==> src/rtl/regfile_pkg.sv <==
// Shared defaults and the depth derivation for the register file scoreboard.
package regfile_pkg;

    localparam int DATA_W_DEF   = 32;
    localparam int ADDR_W_DEF   = 5;
    localparam int ZERO_REG_DEF = 1;

    // Number of architectural registers addressed by an addr_w-bit index.
    function automatic int regfile_depth(input int addr_w);
        return 1 << addr_w;
    endfunction

endpackage

==> src/rtl/regfile_scoreboard_if.sv <==
// Read-address, writeback and issue signals seen by the pending tracker,
// plus the stall and pending results it returns.
interface regfile_scoreboard_if
    import regfile_pkg::*;
#(
    parameter int ADDR_W = ADDR_W_DEF
);

    localparam int DEPTH = regfile_depth(ADDR_W);

    logic [ADDR_W-1:0] addr_s1;
    logic [ADDR_W-1:0] addr_s2;
    logic              wr_en;
    logic [ADDR_W-1:0] wr_addr;
    logic              issue_en;
    logic [ADDR_W-1:0] issue_addr;
    logic              stall;
    logic [DEPTH-1:0]  pending;

    modport master (
        output addr_s1, addr_s2, wr_en, wr_addr, issue_en, issue_addr,
        input  stall, pending
    );

    modport slave (
        input  addr_s1, addr_s2, wr_en, wr_addr, issue_en, issue_addr,
        output stall, pending
    );

endinterface

==> src/rtl/regfile_pending.sv <==
// Per-register pending bits and source-operand stall detection.
module regfile_pending
    import regfile_pkg::*;
#(
    parameter int ADDR_W   = ADDR_W_DEF,
    parameter int ZERO_REG = ZERO_REG_DEF
) (
    input  logic                 clock,
    input  logic                 reset_n,
    regfile_scoreboard_if.slave  bus
);

    localparam int DEPTH = regfile_depth(ADDR_W);
    localparam bit ZR    = (ZERO_REG != 0);

    logic [DEPTH-1:0] pending_q;
    logic [DEPTH-1:0] pending_d;
    logic             hit_s1;
    logic             hit_s2;

    // Next pending vector: writeback clears first so a same-cycle issue wins.
    always_comb begin
        pending_d = pending_q;
        if (bus.wr_en) begin
            pending_d[bus.wr_addr] = 1'b0;
        end
        if (bus.issue_en && !(ZR && bus.issue_addr == '0)) begin
            pending_d[bus.issue_addr] = 1'b1;
        end
    end

    // Pending register with asynchronous clear.
    always_ff @(posedge clock or negedge reset_n) begin
        if (!reset_n) begin
            pending_q <= '0;
        end else begin
            pending_q <= pending_d;
        end
    end

    // Stall when a source is pending and not being written back this cycle.
    always_comb begin
        hit_s1 = pending_q[bus.addr_s1]
               && !(bus.wr_en && bus.wr_addr == bus.addr_s1)
               && !(ZR && bus.addr_s1 == '0);
        hit_s2 = pending_q[bus.addr_s2]
               && !(bus.wr_en && bus.wr_addr == bus.addr_s2)
               && !(ZR && bus.addr_s2 == '0);
        bus.stall = reset_n && (hit_s1 || hit_s2);
    end

    assign bus.pending = pending_q;

endmodule

==> src/rtl/regfile_scoreboard.sv <==
// Two-read/one-write register file with write-through bypass and a
// pending-writeback scoreboard that raises a stall on unresolved sources.
module regfile_scoreboard
    import regfile_pkg::*;
#(
    parameter int DATA_W   = DATA_W_DEF,
    parameter int ADDR_W   = ADDR_W_DEF,
    parameter int ZERO_REG = ZERO_REG_DEF
) (
    input  logic                             clock,
    input  logic                             reset_n,
    input  logic [ADDR_W-1:0]                w_address_s1,
    input  logic [ADDR_W-1:0]                w_address_s2,
    output logic [DATA_W-1:0]                w_data_s1val,
    output logic [DATA_W-1:0]                w_data_s2val,
    input  logic                             w_wr_en,
    input  logic [ADDR_W-1:0]                w_address_d,
    input  logic [DATA_W-1:0]                w_data_dval,
    input  logic                             w_issue_en,
    input  logic [ADDR_W-1:0]                w_issue_addr,
    output logic                             w_stall,
    output logic [regfile_depth(ADDR_W)-1:0] w_pending
);

    localparam int DEPTH = regfile_depth(ADDR_W);
    localparam bit ZR    = (ZERO_REG != 0);

    logic [DATA_W-1:0] regs_q [DEPTH];
    logic              wr_accept;

    regfile_scoreboard_if #(.ADDR_W(ADDR_W)) pend_bus ();

    assign pend_bus.addr_s1    = w_address_s1;
    assign pend_bus.addr_s2    = w_address_s2;
    assign pend_bus.wr_en      = w_wr_en;
    assign pend_bus.wr_addr    = w_address_d;
    assign pend_bus.issue_en   = w_issue_en;
    assign pend_bus.issue_addr = w_issue_addr;
    assign w_stall             = pend_bus.stall;
    assign w_pending           = pend_bus.pending;

    regfile_pending #(
        .ADDR_W   (ADDR_W),
        .ZERO_REG (ZERO_REG)
    ) u_pending (
        .clock   (clock),
        .reset_n (reset_n),
        .bus     (pend_bus.slave)
    );

    assign wr_accept = w_wr_en && !(ZR && w_address_d == '0);

    // Register storage; writes to the hardwired zero register are dropped.
    always_ff @(posedge clock or negedge reset_n) begin
        if (!reset_n) begin
            for (int unsigned i = 0; i < DEPTH; i++) begin
                regs_q[i] <= '0;
            end
        end else if (wr_accept) begin
            regs_q[w_address_d] <= w_data_dval;
        end
    end

    // Combinational read ports with write-through bypass, forced to zero in reset.
    always_comb begin
        w_data_s1val = '0;
        w_data_s2val = '0;
        if (reset_n) begin
            if (ZR && w_address_s1 == '0) begin
                w_data_s1val = '0;
            end else if (w_wr_en && w_address_d == w_address_s1) begin
                w_data_s1val = w_data_dval;
            end else begin
                w_data_s1val = regs_q[w_address_s1];
            end
            if (ZR && w_address_s2 == '0) begin
                w_data_s2val = '0;
            end else if (w_wr_en && w_address_d == w_address_s2) begin
                w_data_s2val = w_data_dval;
            end else begin
                w_data_s2val = regs_q[w_address_s2];
            end
        end
    end

endmodule

==> config.mk <==
export PLATFORM = sky130hd
export DESIGN_NAME = regfile_scoreboard
export DESIGN_NICKNAME = d
export VERILOG_FILES = /design/src/rtl/regfile_pkg.sv /design/src/rtl/regfile_scoreboard_if.sv /design/src/rtl/regfile_pending.sv /design/src/rtl/regfile_scoreboard.sv
export SDC_FILE = /design/constraint.sdc
export NUM_CORES = 2
export LEC_CHECK = 0
export CORE_MARGIN = 2
export CORE_UTILIZATION = 28
export CTS_CLUSTER_DIAMETER = 200
export CTS_CLUSTER_SIZE = 30
export DETAILED_ROUTE_END_ITERATION = 12
export SYNTH_ARGS = -nofsm -noshare
export SYNTH_HDL_FRONTEND = slang
export SYNTH_HIERARCHICAL = 1
export SYNTH_SLANG_ARGS = --single-unit
==> constraint.sdc <==
create_clock -name clock -period 2.88 [get_ports clock]
set_input_delay 0.576 -clock clock [delete_from_list [all_inputs] [get_ports clock]]
set_output_delay 0.576 -clock clock [all_outputs]
set_load 0.03 [all_outputs]
Yosys cells after proc, flatten, opt, wreduce, memory -nomap -nowiden
Index checks and enable logic that the tools add are counted.
{"block": "totals", "output_inout_bits": 97, "register_bits": 1056}
{"block": "classes", "n_eq_ne": 2, "order_cmp": 10, "bitwise_logic": 6, "reduce_logical": 23, "n_mux": 25}
{"operator": "1024-bit bitwise mux", "count": 1}
{"operator": "32-bit 2-to-1 mux", "count": 13}
{"operator": "32-bit binary-select mux with 5-bit select", "count": 2}
{"operator": "32-bit demux with 5-bit select", "count": 1}
{"operator": "32-bit AND", "count": 1}
{"operator": "32-bit inverter", "count": 1}
{"operator": "32-bit OR", "count": 1}
{"operator": "5-bit by 6-bit < comparator with 1-bit output (second input constant)", "count": 4}
{"operator": "5-bit zero test", "count": 4}
{"operator": "6-bit >= comparator (second input constant)", "count": 3}
{"operator": "5-bit inverter with 6-bit output", "count": 3}
{"operator": "1-bit logical AND", "count": 12}
{"operator": "1-bit binary-select mux with 5-bit select", "count": 2}
{"operator": "1-bit demux with 5-bit select", "count": 2}
{"operator": "5-bit == test", "count": 2}
{"operator": "5-bit by 1-bit >= comparator with 1-bit output (second input constant)", "count": 2}
{"operator": "1-bit zero test", "count": 6}
{"operator": "6-bit by 1-bit < comparator with 1-bit output (second input constant)", "count": 1}
{"operator": "1-bit 2-to-1 mux", "count": 4}
{"operator": "1-bit logical OR", "count": 1}

Longest topological paths before layout
{"block": "depth", "depth_word": 9, "ltp_mapped": 9, "depth_no_buf": 5}

Hierarchy
Netlist, hierarchy kept.
{"module": "regfile_scoreboard", "seq_area_each_um2": 25624.6, "area_each_um2": 54842.6, "cells_per_inst": 3755, "instances": 1}
{"module": "regfile_pending", "seq_area_each_um2": 800.8, "area_each_um2": 2060.7, "cells_per_inst": 197, "instances": 1}

Worst setup path before layout
Ideal clock, no wire load.
{"block": "synth_timing", "path_kind": "input to output", "start": "in w_address_s2[0]", "end": "out w_data_s2val[30]", "cell_stages": 6, "path_buffers": 2, "arrival_ns": 2.490, "slack_ns": -0.186, "cell_sequence": "buf_6 -> buf_12 -> mux4_2 -> mux2i_1 -> mux4_2 -> a211oi_1"}
{"block": "synth_between", "elab_chain_len": 7, "elab_cells_between_ends": 10, "classes_between": "eq/ne: 1; mux: 6; bitwise: 1; reduce/logical: 2"}
{"item": "start: declaration", "line": "regfile_scoreboard.sv:13", "text": "input logic [ADDR_W-1:0] w_address_s2,"}
{"item": "5-bit inverter with 6-bit output (not written as such)", "line": "regfile_scoreboard.sv:81", "text": "w_data_s2val = regs_q[w_address_s2];"}
{"item": "32-bit binary-select mux with 5-bit select", "line": "regfile_scoreboard.sv:81"}
{"item": "32-bit 2-to-1 mux (not written as such) (2 in series)", "line": "regfile_scoreboard.sv:81"}
{"item": "32-bit 2-to-1 mux", "line": "regfile_scoreboard.sv:78", "text": "end else if (w_wr_en && w_address_d == w_address_s2) begin"}
{"item": "32-bit 2-to-1 mux *", "line": "regfile_scoreboard.sv:76", "text": "if (ZR && w_address_s2 == '0) begin"}
{"item": "32-bit 2-to-1 mux *", "line": "regfile_scoreboard.sv:68", "text": "if (reset_n) begin"}
{"item": "end: declaration", "line": "regfile_scoreboard.sv:15", "text": "output logic [DATA_W-1:0] w_data_s2val,"}
Every way passes the cells marked *; elsewhere a longest branch is shown, timed or not. The select of a mux whose other input is x is not followed.

Worst setup path after layout
{"block": "layout_timing", "start": "in w_address_s2[2]", "end": "out w_data_s2val[25]"}
The elaborated chain is that of the path after synthesis.

==> impl_metrics.toml <==
[timing]
setup_violations = 65
finalHoldViolCount = 16
relSlewSlack_pct = 28.15
hold_slack_ns = -0.03059
final.min_clock_period_ns = 3.182
final.setup.worst_slack_ns = -0.3016
rsz0062_at_grt = "yes"
fin_skew_ns = 0
post-route-period-util_pct = 110.5
worst_slew_pin_slew_ns = 1.078
slew_viol_final = 0
timing.fmax_mhz = 314.3
setup-tns-final_ns = -11.61

[critical_path]
arrival_ns = 2.61
crit_path_start_kind = "input pin"
worstSetupPathType = "in -> out"
worst_setup_path_end_kind = "output pin"
critical_path_required_ns = 2.30
crit_path_max_fanout = 13

[detailed_routing]
wl_per_cell_um = 30.31
firstDrtPassIters = 5
ant_nets = 0
avgViaCountPerCell = 5.708
vias = 40270
drt_iter0_markers = 4090
drc = 0
wl_um = 213800

[die]
initial_utilization_pct = 28.15
die_h_um = 454.8
rows = 165
io_pins = 153
fp.dieW_um = 454.8
coreArea_um2 = 202100
die-area_um2 = 206800

[hold_path]
hp-class = "in -> async"

[synth]
synth_cell_types = 61
synth_fp_nets = 4008
ys_async_sr_fraction_pct = 100.0
yosysWarnings = 6
yosys_most_used_dff = "dfrtp_1"
synth_area_um2 = 56900
ys_ff_latch = 1056
synth-edff-count = 0
syn_inst = 3952
ys_seq_area_share_pct = 46.44
synth.avg_cell_area_um2 = 14.40

[clock_tree]
h-tree-depth = 2
cts-root-buf = "clkbuf_16"
clock_path_buffers = 3
cts_made_buffers = 41
clk_pin_slew_ns = 0.12
clock_sinks = 1056
insertion_delay_ns = 0.72
cts_tree = "yes"

[cells_and_area]
seq_area_um2 = 26430
finalNetCount = 4431
final_layout_size_suffix_gt1_share_pct = 58.36
final_area_um2 = 71740
final_cell_mix = "1054 x dfrtp_1, 968 x mux2_2, 418 x mux4_2"
final.fill_count = 19070
mostFrequentLayoutCell = "dfrtp_1"
instances_no_fill = 7054
syn2layout_area_growth_pct = 26.07
multiInputGateArea_um2 = 30260

[placed_design]
port_buffers = 152
place_congestion = 0.8815
dp_cells = 6829
hpwl_um = 133300
placed_area_um2 = 65750

[global_route]
grt_use_total_pct = 20.16
first_global_vias = 41180
antenna_found_initial = 7
grt_start_max_net_pins = 185
grt_overflow = 0
grt_pass1_wl_um = 304500

[power]
power_density_nw_per_um2 = 548.3
p_leak_nw = 30.05
max-vdd-ir-drop_mv = 0.5355
total_power_mw = 39.33

[run_status]
violations = "hold timing, setup timing"
status = "finished, violations left"

[flow_run]
cap_violations = 0
-- critical path, stage by stage --
cell and delay, ns:
buf_12 0.13, nor2_4 0.27, buf_4 0.37, a221oi_1 0.16, buf_4 0.17, a21boi_1 0.19, o21ai_1 0.11, a221o_1 0.41
buf_6 0.18
-- cells in the mapped netlist (all sizes together) (2+ instances only) --
cell    number  area, um^2
nor3b        9       67.56
mux2i      222        2222
a21oi       62       310.3
xor2         7       61.31
nor3         9       45.04
dfrtp     1056       26430
o2111a      32       360.4
a221oi      88       789.5
mux4       422        9530
mux2       979       11020
a21boi      21       157.7
nor2        27       113.9
inv          2       7.500
a211oi       6       45.04
o21bai      13       97.59
nor2b        9       56.30
nor4         2       12.51
a22oi       95       713.2
nand3b       9       67.56
a221o       37       370.4
clkbuf     250       958.4
or2          4       25.02
xnor2       13       113.9
and2         4       25.03
or3b         4       35.03
buf        204        1299
or3          2       12.51
nand3       43       215.2
nand2       59       241.5
o31ai        2       15.01
o22a         9       78.83
nand4        4       25.02
o22ai       64       400.4
o32a         3       30.03
nand2b      12       75.07
o21ai      157       785.8
o21a         2       15.01
-- logic make-up (layout without fill, tap and decap cells) --
family | count (synthesis) | in the layout | synth area share, %
muxes | 1623 | 1623 | 40.03
DFF | 1056 | 1056 | 46.44
AOI/OAI and AO/OA | 595 | 595 | 7.386
buffers and inverters | 456 | 882 | 3.980
and+or+nand+nor | 202 | 202 | 1.860
xor gates and xnor gates | 20 | 20 | 0.3078
other | 0 | 4 | 0
-- where the power goes --
| group | internal, mW | leakage, nW | switching (mW) |
|---|---|---|---|
| Combinational | 6.72 | 16.0 | 5.19 |
| Clock | 2.66 | 0.543 | 5.01 |
| Sequential | 17.6 | 13.5 | 2.13 |
| Total | 27.0 | 30.1 | 12.3 |
-- flip-flops by register name, summed over array words and instances, names as in the netlist --
signal,flops
regs_q,1024
u_pending/bus.pending,32
-- final timing paths --
kind | start | endpoint | slack [ns] | cells after the start
setup / recovery | w_address_s2[2] | w_data_s2val[25] | -0.30 | 9
hold / removal | reset_n | regs_q[792] | -0.03 | 2
setup reg to reg | regs_q[339] | regs_q[339] | 1.86 | 3
hold reg to reg | regs_q[1001] | regs_q[1001] | 0.41 | 0
max in group asynchronous | reset_n | regs_q[79] | 1.16 | 3
min in group clock | w_address_d[4] | u_pending/bus.pending[11] | 0.33 | 4
-- through the flow --
step / hold slack [ns] / util, % / worst slack, ns
floorplan: 0.2804 / - / 0.04199
global placement: 0.3805 / 32.53 / -0.8620
detailed placement: 0.3859 / 32.53 / -0.8729
CTS: 0.04309 / 34.84 / -0.3271
global route: 0.05140 / 35.49 / -0.3828
finish: -0.03059 / 35.49 / -0.3016
-- area by class of cell --
type                       instances  share of cell area [%]
antenna                            4                 0.01395
clock buffer                      42                   1.435
clock inverter                     4                  0.1291
inverter                           2                 0.01221
multi-input combinational       2440                   42.18
sequential                      1056                   36.84
tap                             2672                   4.660
timing repair buffer             834                   14.73
-- repair_timing --
item,4_1_cts,5_1_grt
resized for setup,435,213
endpoints found under the hold margin,20,0
endpoints found under the setup margin,65,65
setup buffers,124,38
pin swaps,101,125
cloned,31,8
hold buffers,2,0
-- metal layers --
layer	vias to the layer above	track usage, %	part of all wire, %
li1	16200	-	-
met1	21730	25.53	39
met2	1827	33.02	48
met3	503	3.106	6.7
met4	8	11.07	6.5
met5	-	0	0.031
Power figures use the tool's default switching activity.
